<file path="config.mk">
export PLATFORM = sky130hd
export DESIGN_NAME = lpddr4_init_mrw_sequencer
export DESIGN_NICKNAME = d
export VERILOG_FILES = /design/src/rtl/lpddr4_init_mrw_sequencer.sv
export SDC_FILE = /design/constraint.sdc
export NUM_CORES = 1
export LEC_CHECK = 0
export ABC_AREA = 1
export CAP_MARGIN = 20
export CORE_AREA = 5 5 127 129
export CTS_BUF_LIST = sky130_fd_sc_hd__clkbuf_4 sky130_fd_sc_hd__clkbuf_8
export DETAILED_ROUTE_END_ITERATION = 16
export DIE_AREA = 0 0 132 134
export GPL_ROUTABILITY_DRIVEN = 1
export PLACE_DENSITY = 0.74
export SLEW_MARGIN = 20
export SYNTH_ARGS = -nofsm -noshare
export SYNTH_HDL_FRONTEND = slang
export SYNTH_SLANG_ARGS = --single-unit
</file>
<file path="constraint.sdc">
create_clock -name clk -period 2.8 [get_ports clk]
set_input_delay 0.84 -clock clk [delete_from_list [all_inputs] [get_ports clk]]
set_output_delay 0.84 -clock clk [all_outputs]
set_load 0.01 [all_outputs]
</file>
<file path="src/rtl/lpddr4_init_mrw_sequencer.sv">
// -----------------------------------------------------------------------------
// lpddr4_init_mrw_sequencer
//
// Owns the DFI command path from reset until LPDDR4 initialisation completes.
// The init sequence holds RESET_n low, then holds CKE low, then plays the
// programmed mode-register table as MRW commands and finishes with a ZQ
// calibration start/latch pair. After init the DFI is released to the
// multiplexer (bus_own=0). Single software MRW requests are serviced later by
// borrowing the bus through a bus_req/bus_gnt handshake.
//
// Ports
//   clk, rst_n                    clock, asynchronous active-low reset
//   init_start                    pulse, starts init from IDLE or DONE
//   tINIT1/tINIT3/tZQCAL_cfg      long wait lengths (CNT_W bits, 0 acts as 1)
//   tMRW_cfg, tZQLAT_cfg          short wait lengths (8 bits, 0 acts as 1)
//   num_mr_cfg, mr_table_cfg      MR table size and entries {ma[5:0], op[7:0]}
//   sw_mrw_req/ma/op, sw_mrw_ack  software MRW request and completion pulse
//   bus_req, bus_gnt, bus_own     DFI ownership handshake and mux select
//   cmd_valid/ready/type/ma/op    abstract command to the CA encoder
//   dfi_reset_n, dfi_cke          DRAM RESET_n and CKE
//   init_done, busy               status
// All outputs are registered.
// -----------------------------------------------------------------------------
module lpddr4_init_mrw_sequencer #(
  parameter int NUM_MR = 8,
  parameter int CNT_W  = 16
) (
  input  logic                           clk,
  input  logic                           rst_n,
  input  logic                           init_start,
  input  logic [CNT_W-1:0]               tINIT1_cfg,
  input  logic [CNT_W-1:0]               tINIT3_cfg,
  input  logic [7:0]                     tMRW_cfg,
  input  logic [CNT_W-1:0]               tZQCAL_cfg,
  input  logic [7:0]                     tZQLAT_cfg,
  input  logic [$clog2(NUM_MR+1)-1:0]    num_mr_cfg,
  input  logic [NUM_MR*14-1:0]           mr_table_cfg,
  input  logic                           sw_mrw_req,
  input  logic [5:0]                     sw_mrw_ma,
  input  logic [7:0]                     sw_mrw_op,
  output logic                           sw_mrw_ack,
  output logic                           bus_req,
  input  logic                           bus_gnt,
  output logic                           bus_own,
  output logic                           cmd_valid,
  input  logic                           cmd_ready,
  output logic [1:0]                     cmd_type,
  output logic [5:0]                     cmd_ma,
  output logic [7:0]                     cmd_op,
  output logic                           dfi_reset_n,
  output logic                           dfi_cke,
  output logic                           init_done,
  output logic                           busy
);

  localparam int MW = $clog2(NUM_MR+1);
  localparam logic [MW-1:0] NUM_MR_L = MW'(NUM_MR);

  localparam logic [1:0] CMD_MRW      = 2'd0;
  localparam logic [1:0] CMD_ZQ_START = 2'd1;
  localparam logic [1:0] CMD_ZQ_LATCH = 2'd2;

  typedef enum logic [3:0] {
    S_IDLE      = 4'd0,
    S_RST_LOW   = 4'd1,
    S_CKE_WAIT  = 4'd2,
    S_MRW_ISSUE = 4'd3,
    S_MRW_WAIT  = 4'd4,
    S_ZQ_START  = 4'd5,
    S_ZQ_WAIT   = 4'd6,
    S_ZQ_LATCH  = 4'd7,
    S_ZQ_LWAIT  = 4'd8,
    S_DONE      = 4'd9,
    S_SW_GNT    = 4'd10,
    S_SW_ISSUE  = 4'd11,
    S_SW_WAIT   = 4'd12
  } state_e;

  state_e           state_q;
  logic [CNT_W-1:0] cnt_q;
  logic [MW-1:0]    idx_q;
  logic [MW-1:0]    idx_d;
  logic [MW-1:0]    num_eff_s;
  logic [5:0]       sw_ma_q;
  logic [7:0]       sw_op_q;
  logic             sw_mrw_ack_q;
  logic             bus_req_q;
  logic             bus_own_q;
  logic             cmd_valid_q;
  logic [1:0]       cmd_type_q;
  logic [5:0]       cmd_ma_q;
  logic [7:0]       cmd_op_q;
  logic             dfi_reset_n_q;
  logic             dfi_cke_q;
  logic             init_done_q;
  logic             busy_q;

  // A programmed wait of zero still occupies one cycle.
  function automatic logic [CNT_W-1:0] wait_len(input logic [CNT_W-1:0] cfg);
    if (cfg == '0) begin
      return CNT_W'(1);
    end else begin
      return cfg;
    end
  endfunction

  // Table entry i occupies bits [14i+13:14i] as {ma, op}.
  function automatic logic [13:0] mr_entry(input logic [MW-1:0] idx);
    return mr_table_cfg[14*int'(idx) +: 14];
  endfunction

  // Entry count clamped to the table depth; next table index.
  assign num_eff_s = (int'(num_mr_cfg) > NUM_MR) ? NUM_MR_L : num_mr_cfg;
  assign idx_d     = idx_q + MW'(1);

  // Sequencer FSM with all outputs registered. Wait states load cnt_q with
  // max(cfg,1) on entry and leave when it reaches 1, so a wait of N lasts
  // exactly N cycles; the counter only decrements above 1 and cannot wrap.
  always_ff @(posedge clk or negedge rst_n) begin
    if (!rst_n) begin
      state_q       <= S_IDLE;
      cnt_q         <= '0;
      idx_q         <= '0;
      sw_ma_q       <= 6'd0;
      sw_op_q       <= 8'd0;
      sw_mrw_ack_q  <= 1'b0;
      bus_req_q     <= 1'b0;
      bus_own_q     <= 1'b1;
      cmd_valid_q   <= 1'b0;
      cmd_type_q    <= CMD_MRW;
      cmd_ma_q      <= 6'd0;
      cmd_op_q      <= 8'd0;
      dfi_reset_n_q <= 1'b0;
      dfi_cke_q     <= 1'b0;
      init_done_q   <= 1'b0;
      busy_q        <= 1'b0;
    end else begin
      sw_mrw_ack_q <= 1'b0;
      case (state_q)
        S_IDLE, S_DONE: begin
          if (init_start) begin
            // Re-init takes priority over a software request in DONE.
            state_q       <= S_RST_LOW;
            cnt_q         <= wait_len(tINIT1_cfg);
            idx_q         <= '0;
            bus_own_q     <= 1'b1;
            bus_req_q     <= 1'b0;
            init_done_q   <= 1'b0;
            dfi_reset_n_q <= 1'b0;
            dfi_cke_q     <= 1'b0;
            busy_q        <= 1'b1;
          end else if ((state_q == S_DONE) && sw_mrw_req) begin
            state_q   <= S_SW_GNT;
            sw_ma_q   <= sw_mrw_ma;
            sw_op_q   <= sw_mrw_op;
            bus_req_q <= 1'b1;
            busy_q    <= 1'b1;
          end else begin
            state_q <= state_q;
          end
        end
        S_RST_LOW: begin
          if (cnt_q <= CNT_W'(1)) begin
            state_q       <= S_CKE_WAIT;
            cnt_q         <= wait_len(tINIT3_cfg);
            dfi_reset_n_q <= 1'b1;
          end else begin
            cnt_q <= cnt_q - CNT_W'(1);
          end
        end
        S_CKE_WAIT: begin
          if (cnt_q <= CNT_W'(1)) begin
            dfi_cke_q   <= 1'b1;
            cmd_valid_q <= 1'b1;
            idx_q       <= '0;
            if (num_eff_s == '0) begin
              state_q    <= S_ZQ_START;
              cmd_type_q <= CMD_ZQ_START;
              cmd_ma_q   <= 6'd0;
              cmd_op_q   <= 8'd0;
            end else begin
              state_q                <= S_MRW_ISSUE;
              cmd_type_q             <= CMD_MRW;
              {cmd_ma_q, cmd_op_q}   <= mr_entry('0);
            end
          end else begin
            cnt_q <= cnt_q - CNT_W'(1);
          end
        end
        S_MRW_ISSUE, S_SW_ISSUE: begin
          if (cmd_ready) begin
            state_q     <= (state_q == S_MRW_ISSUE) ? S_MRW_WAIT : S_SW_WAIT;
            cnt_q       <= wait_len(CNT_W'(tMRW_cfg));
            cmd_valid_q <= 1'b0;
          end else begin
            state_q <= state_q;
          end
        end
        S_MRW_WAIT: begin
          if (cnt_q <= CNT_W'(1)) begin
            cmd_valid_q <= 1'b1;
            // >= keeps the walk bounded if num_mr_cfg shrinks mid-sequence.
            if (idx_d >= num_eff_s) begin
              state_q    <= S_ZQ_START;
              idx_q      <= '0;
              cmd_type_q <= CMD_ZQ_START;
              cmd_ma_q   <= 6'd0;
              cmd_op_q   <= 8'd0;
            end else begin
              state_q              <= S_MRW_ISSUE;
              idx_q                <= idx_d;
              cmd_type_q           <= CMD_MRW;
              {cmd_ma_q, cmd_op_q} <= mr_entry(idx_d);
            end
          end else begin
            cnt_q <= cnt_q - CNT_W'(1);
          end
        end
        S_ZQ_START: begin
          if (cmd_ready) begin
            state_q     <= S_ZQ_WAIT;
            cnt_q       <= wait_len(tZQCAL_cfg);
            cmd_valid_q <= 1'b0;
          end else begin
            state_q <= state_q;
          end
        end
        S_ZQ_WAIT: begin
          if (cnt_q <= CNT_W'(1)) begin
            state_q     <= S_ZQ_LATCH;
            cmd_valid_q <= 1'b1;
            cmd_type_q  <= CMD_ZQ_LATCH;
          end else begin
            cnt_q <= cnt_q - CNT_W'(1);
          end
        end
        S_ZQ_LATCH: begin
          if (cmd_ready) begin
            state_q     <= S_ZQ_LWAIT;
            cnt_q       <= wait_len(CNT_W'(tZQLAT_cfg));
            cmd_valid_q <= 1'b0;
          end else begin
            state_q <= state_q;
          end
        end
        S_ZQ_LWAIT: begin
          if (cnt_q <= CNT_W'(1)) begin
            state_q     <= S_DONE;
            init_done_q <= 1'b1;
            bus_own_q   <= 1'b0;
            busy_q      <= 1'b0;
          end else begin
            cnt_q <= cnt_q - CNT_W'(1);
          end
        end
        S_SW_GNT: begin
          if (bus_gnt) begin
            state_q     <= S_SW_ISSUE;
            bus_own_q   <= 1'b1;
            bus_req_q   <= 1'b0;
            cmd_valid_q <= 1'b1;
            cmd_type_q  <= CMD_MRW;
            cmd_ma_q    <= sw_ma_q;
            cmd_op_q    <= sw_op_q;
          end else begin
            state_q <= state_q;
          end
        end
        S_SW_WAIT: begin
          if (cnt_q <= CNT_W'(1)) begin
            state_q      <= S_DONE;
            sw_mrw_ack_q <= 1'b1;
            bus_own_q    <= 1'b0;
            busy_q       <= 1'b0;
          end else begin
            cnt_q <= cnt_q - CNT_W'(1);
          end
        end
        default: begin
          state_q     <= S_IDLE;
          cmd_valid_q <= 1'b0;
          bus_req_q   <= 1'b0;
          busy_q      <= 1'b0;
        end
      endcase
    end
  end

  assign sw_mrw_ack  = sw_mrw_ack_q;
  assign bus_req     = bus_req_q;
  assign bus_own     = bus_own_q;
  assign cmd_valid   = cmd_valid_q;
  assign cmd_type    = cmd_type_q;
  assign cmd_ma      = cmd_ma_q;
  assign cmd_op      = cmd_op_q;
  assign dfi_reset_n = dfi_reset_n_q;
  assign dfi_cke     = dfi_cke_q;
  assign init_done   = init_done_q;
  assign busy        = busy_q;

endmodule
</file>
==> results.cfg <==
[setup_path]
cp-start-kind = flop
worst-setup-path-type = flop to flop
worstPathArrival_ps = 2820
required_ps = 3080
critPathCaptureType = flop
path_max_fanout = 17

[detailed_routing]
wl_mm = 21.54
drtPass1Iterations = 5
vias_per_cell = 5.075
drt-wirelength-per-cell_microns = 15.76
ant_nets = 0
drcViolationCount = 0
first_iter_violations = 446
vias = 6938

[synthesis]
postSynthCellCount = 966
synth_edf_count = 0
yosysUniqueCellTypes = 48
syn_avg_cell_area_sq_um = 6.117
async_flop_share_pct = 100.0
syn_area_sq_um = 5909
yosysWarnings = 0
ys.flop_type = dfrtp_1
syn_nets = 1173
yosysSeqAreaShare_pct = 26.28
synth_seq_cells = 62

[final_layout]
final_cells = 1367
drive_above_1_share_pct = 9.075
final_common_cell = nand2_1
nNetsFinal = 1381
n_antenna_cell = 0
final_cell_mix = nand2_1, clkdlybuf4s50_1, nor2_1, inv_1, o21ai_0
syn2layout_area_growth_pct = 42.90

[placed_design]
placedCellCount = 1351
dp_slack_ps = 31.80
place_congestion = 0.9555
portBuffers = 223
dp_hpwl_mm = 17.56

[die]
die_area_sq_um = 17690
start_util_pct = 39.61
fp.dieW_microns = 132
die_h_microns = 134
core_area_sq_um = 14920
io_pins = 224
num_rows = 45

[hold_path]
min_path_type = input port to asynchronous set/reset pin

[pwr]
p_leak_nw = 3.890
pwr-share-clk_pct = 11.7
combPwrFrac_pct = 65.9
p_seq_share_pct = 22.4
max-vdd-ir-drop_mv = 0.7092
switching_share_pct = 51.52
finalPower_mw = 7.679
power.density_nw_per_um2 = 909.3
netSwitchingPower_mw = 3.956
intPower_mw = 3.723

[timing]
fin_crit_sh_pct = 90.95
finalHoldViolations = 0
tightest_slew_ps = 537.4
setup_tns_ps = 0
maxSlewViolCount = 0
relSlewSlack_pct = 64.17
min_period_ps = 2547
setup_viol = 0
finalWorstSetupSlack_ps = 253.5
rsz0062_at_grt = false
fmax_mhz = 392.7
finClkSkew_ps = 7.817

[clock_network]
cts_buffers = 9
ctsResizeCount = 0
clock_latency_ps = 350
cts_tree = yes
h-tree-depth = 3
path_clk_slew_ps = 80
postCtsSetupBuffers = 0
hold_buffers = 0
cts_root_buf = clkbuf_8
clock_path_buffers = 2
clock-sinks = 62

[outcome]
status = finished clean

[grt]
grt_usage_pct = 23.55
grt_max_degree = 63
grt_pass1_wl_mm = 33.86
grt_overflow = 0
antenna_found_initial = 0
grt_pass1_vias = 6791

[run]
max-cap-violations = 0
sequential cells by signal, summed over array words and instances, names as in the netlist, 2 cells and up:
name and count:
cmd_op 8, sw_op_q 8, cnt_q 16, idx_q 4
cmd_type 2, cmd_ma 6, state_q 4, sw_ma_q 6
synthesized netlist by cell type (2+ instances only):
master | n | area [sq um]
buf_4 | 3 | 22.52
inv_4 | 6 | 37.54
nand2_2 | 10 | 62.56
o21ai_1 | 8 | 40.04
o211ai_1 | 5 | 37.54
nand3_1 | 41 | 205.2
clkinv_1 | 2 | 7.510
ha_1 | 7 | 87.58
nor3_1 | 4 | 20.02
nor2_1 | 172 | 645.6
inv_2 | 3 | 11.26
inv_1 | 100 | 375.4
nand2_4 | 7 | 78.83
clkbuf_1 | 15 | 56.30
nand2_8 | 3 | 60.06
xnor2_1 | 4 | 35.03
o22ai_1 | 26 | 162.7
nand2_1 | 262 | 983.4
o21ai_0 | 92 | 460.4
o31ai_1 | 4 | 30.03
o21ai_2 | 3 | 26.28
nand3_2 | 5 | 50.05
dfrtp_1 | 61 | 1526
a21oi_1 | 43 | 215.2
nor2_4 | 9 | 101.4
nor2_2 | 18 | 112.6
clkinv_2 | 2 | 10.01
buf_2 | 6 | 30.03
a21oi_2 | 11 | 96.34
nand4_1 | 10 | 62.56
buf_6 | 6 | 67.56
nand3b_1 | 2 | 15.01
path summary, 6_finish.rpt:
| check | startpoint | endpoint | slack, ps | cells past startpoint |
|---|---|---|---|---|
| max in group asynchronous | rst_n | bus_own$_DFFE_PN1P_ | 1980 | 2 |
| min in group clk | dfi_reset_n$_DFFE_PN0P_ | dfi_reset_n$_DFFE_PN0P_ | 490 | 2 |
| worst max register to register | idx_q[0]$_DFFE_PN0P_ | cmd_op[2]$_DFFE_PN0P_ | 250 | 11 |
| worst min register to register | dfi_reset_n$_DFFE_PN0P_ | dfi_reset_n$_DFFE_PN0P_ | 490 | 2 |
| worst max-delay path | idx_q[0]$_DFFE_PN0P_ | cmd_op[2]$_DFFE_PN0P_ | 250 | 11 |
| worst min-delay path | rst_n | dfi_reset_n$_DFFE_PN0P_ | 490 | 2 |
worst max-delay path, cell delays in order (launching register included):
cell,delay [ps]
dfrtp_2,520
ha_1,260
xnor2_1,210
inv_1,240
ha_1,350
nand2_1,60
inv_1,30
nand2_1,90
nand3_2,140
nor2_4,300
nand2_1,130
a21oi_2,150
power by group through the flow:
stage               logic [mW]  clock network, mW  registers (mW)
finish                    5.06              0.899            1.72
global route              5.68              0.957            1.77
CTS                       5.06              0.907            1.71
detailed placement        5.04                  0            1.72
global placement          4.99                  0            1.72
floorplan                 3.73                  0            1.62
layer usage:
layer	track usage (%)	up-vias	wire, microns
li1	-	3513	-
met1	27.17	3121	8705
met2	41.33	263	10440
met3	7.539	41	1795
met4	7.771	0	602
met5	0	-	0
metrics by stage:
stage	hold slack [ps]	utilization, %	cell area (sq um)
2_1_floorplan	448.8	-	5909
3_3_place_gp	462.3	55.14	8227
3_5_place_dp	464.3	55.14	8227
4_1_cts	488.2	56.60	8444
5_1_grt	508.1	56.60	8444
6_report	487.3	56.60	8444
final cells by class:
| type | instances | area [sq um] |
|---|---|---|
| inverters | 113 | 441.7 |
| flip-flops and latches | 62 | 1554 |
| repair buffers | 231 | 2300 |
| well taps | 188 | 235.2 |
| clock buffers | 10 | 131.4 |
| fillers | 1526 | 6476 |
| clock inverters | 6 | 86.33 |
| multi-input cells | 757 | 3696 |
kinds of logic (layout without fill, tap and decap cells):
group / after synthesis / in the layout / synth area share (%)
AO/OA/AOI/OAI: 199 / 199 / 19.12
AND/OR/NAND/NOR: 545 / 545 / 41.01
adder cells (fa/ha/maj): 7 / 7 / 1.482
XOR/XNOR: 5 / 5 / 0.7410
multiplexers: 1 / 1 / 0.1905
flip-flops: 62 / 62 / 26.28
buffers and inverters: 147 / 360 / 11.18
(Power assumes the default switching activity.)
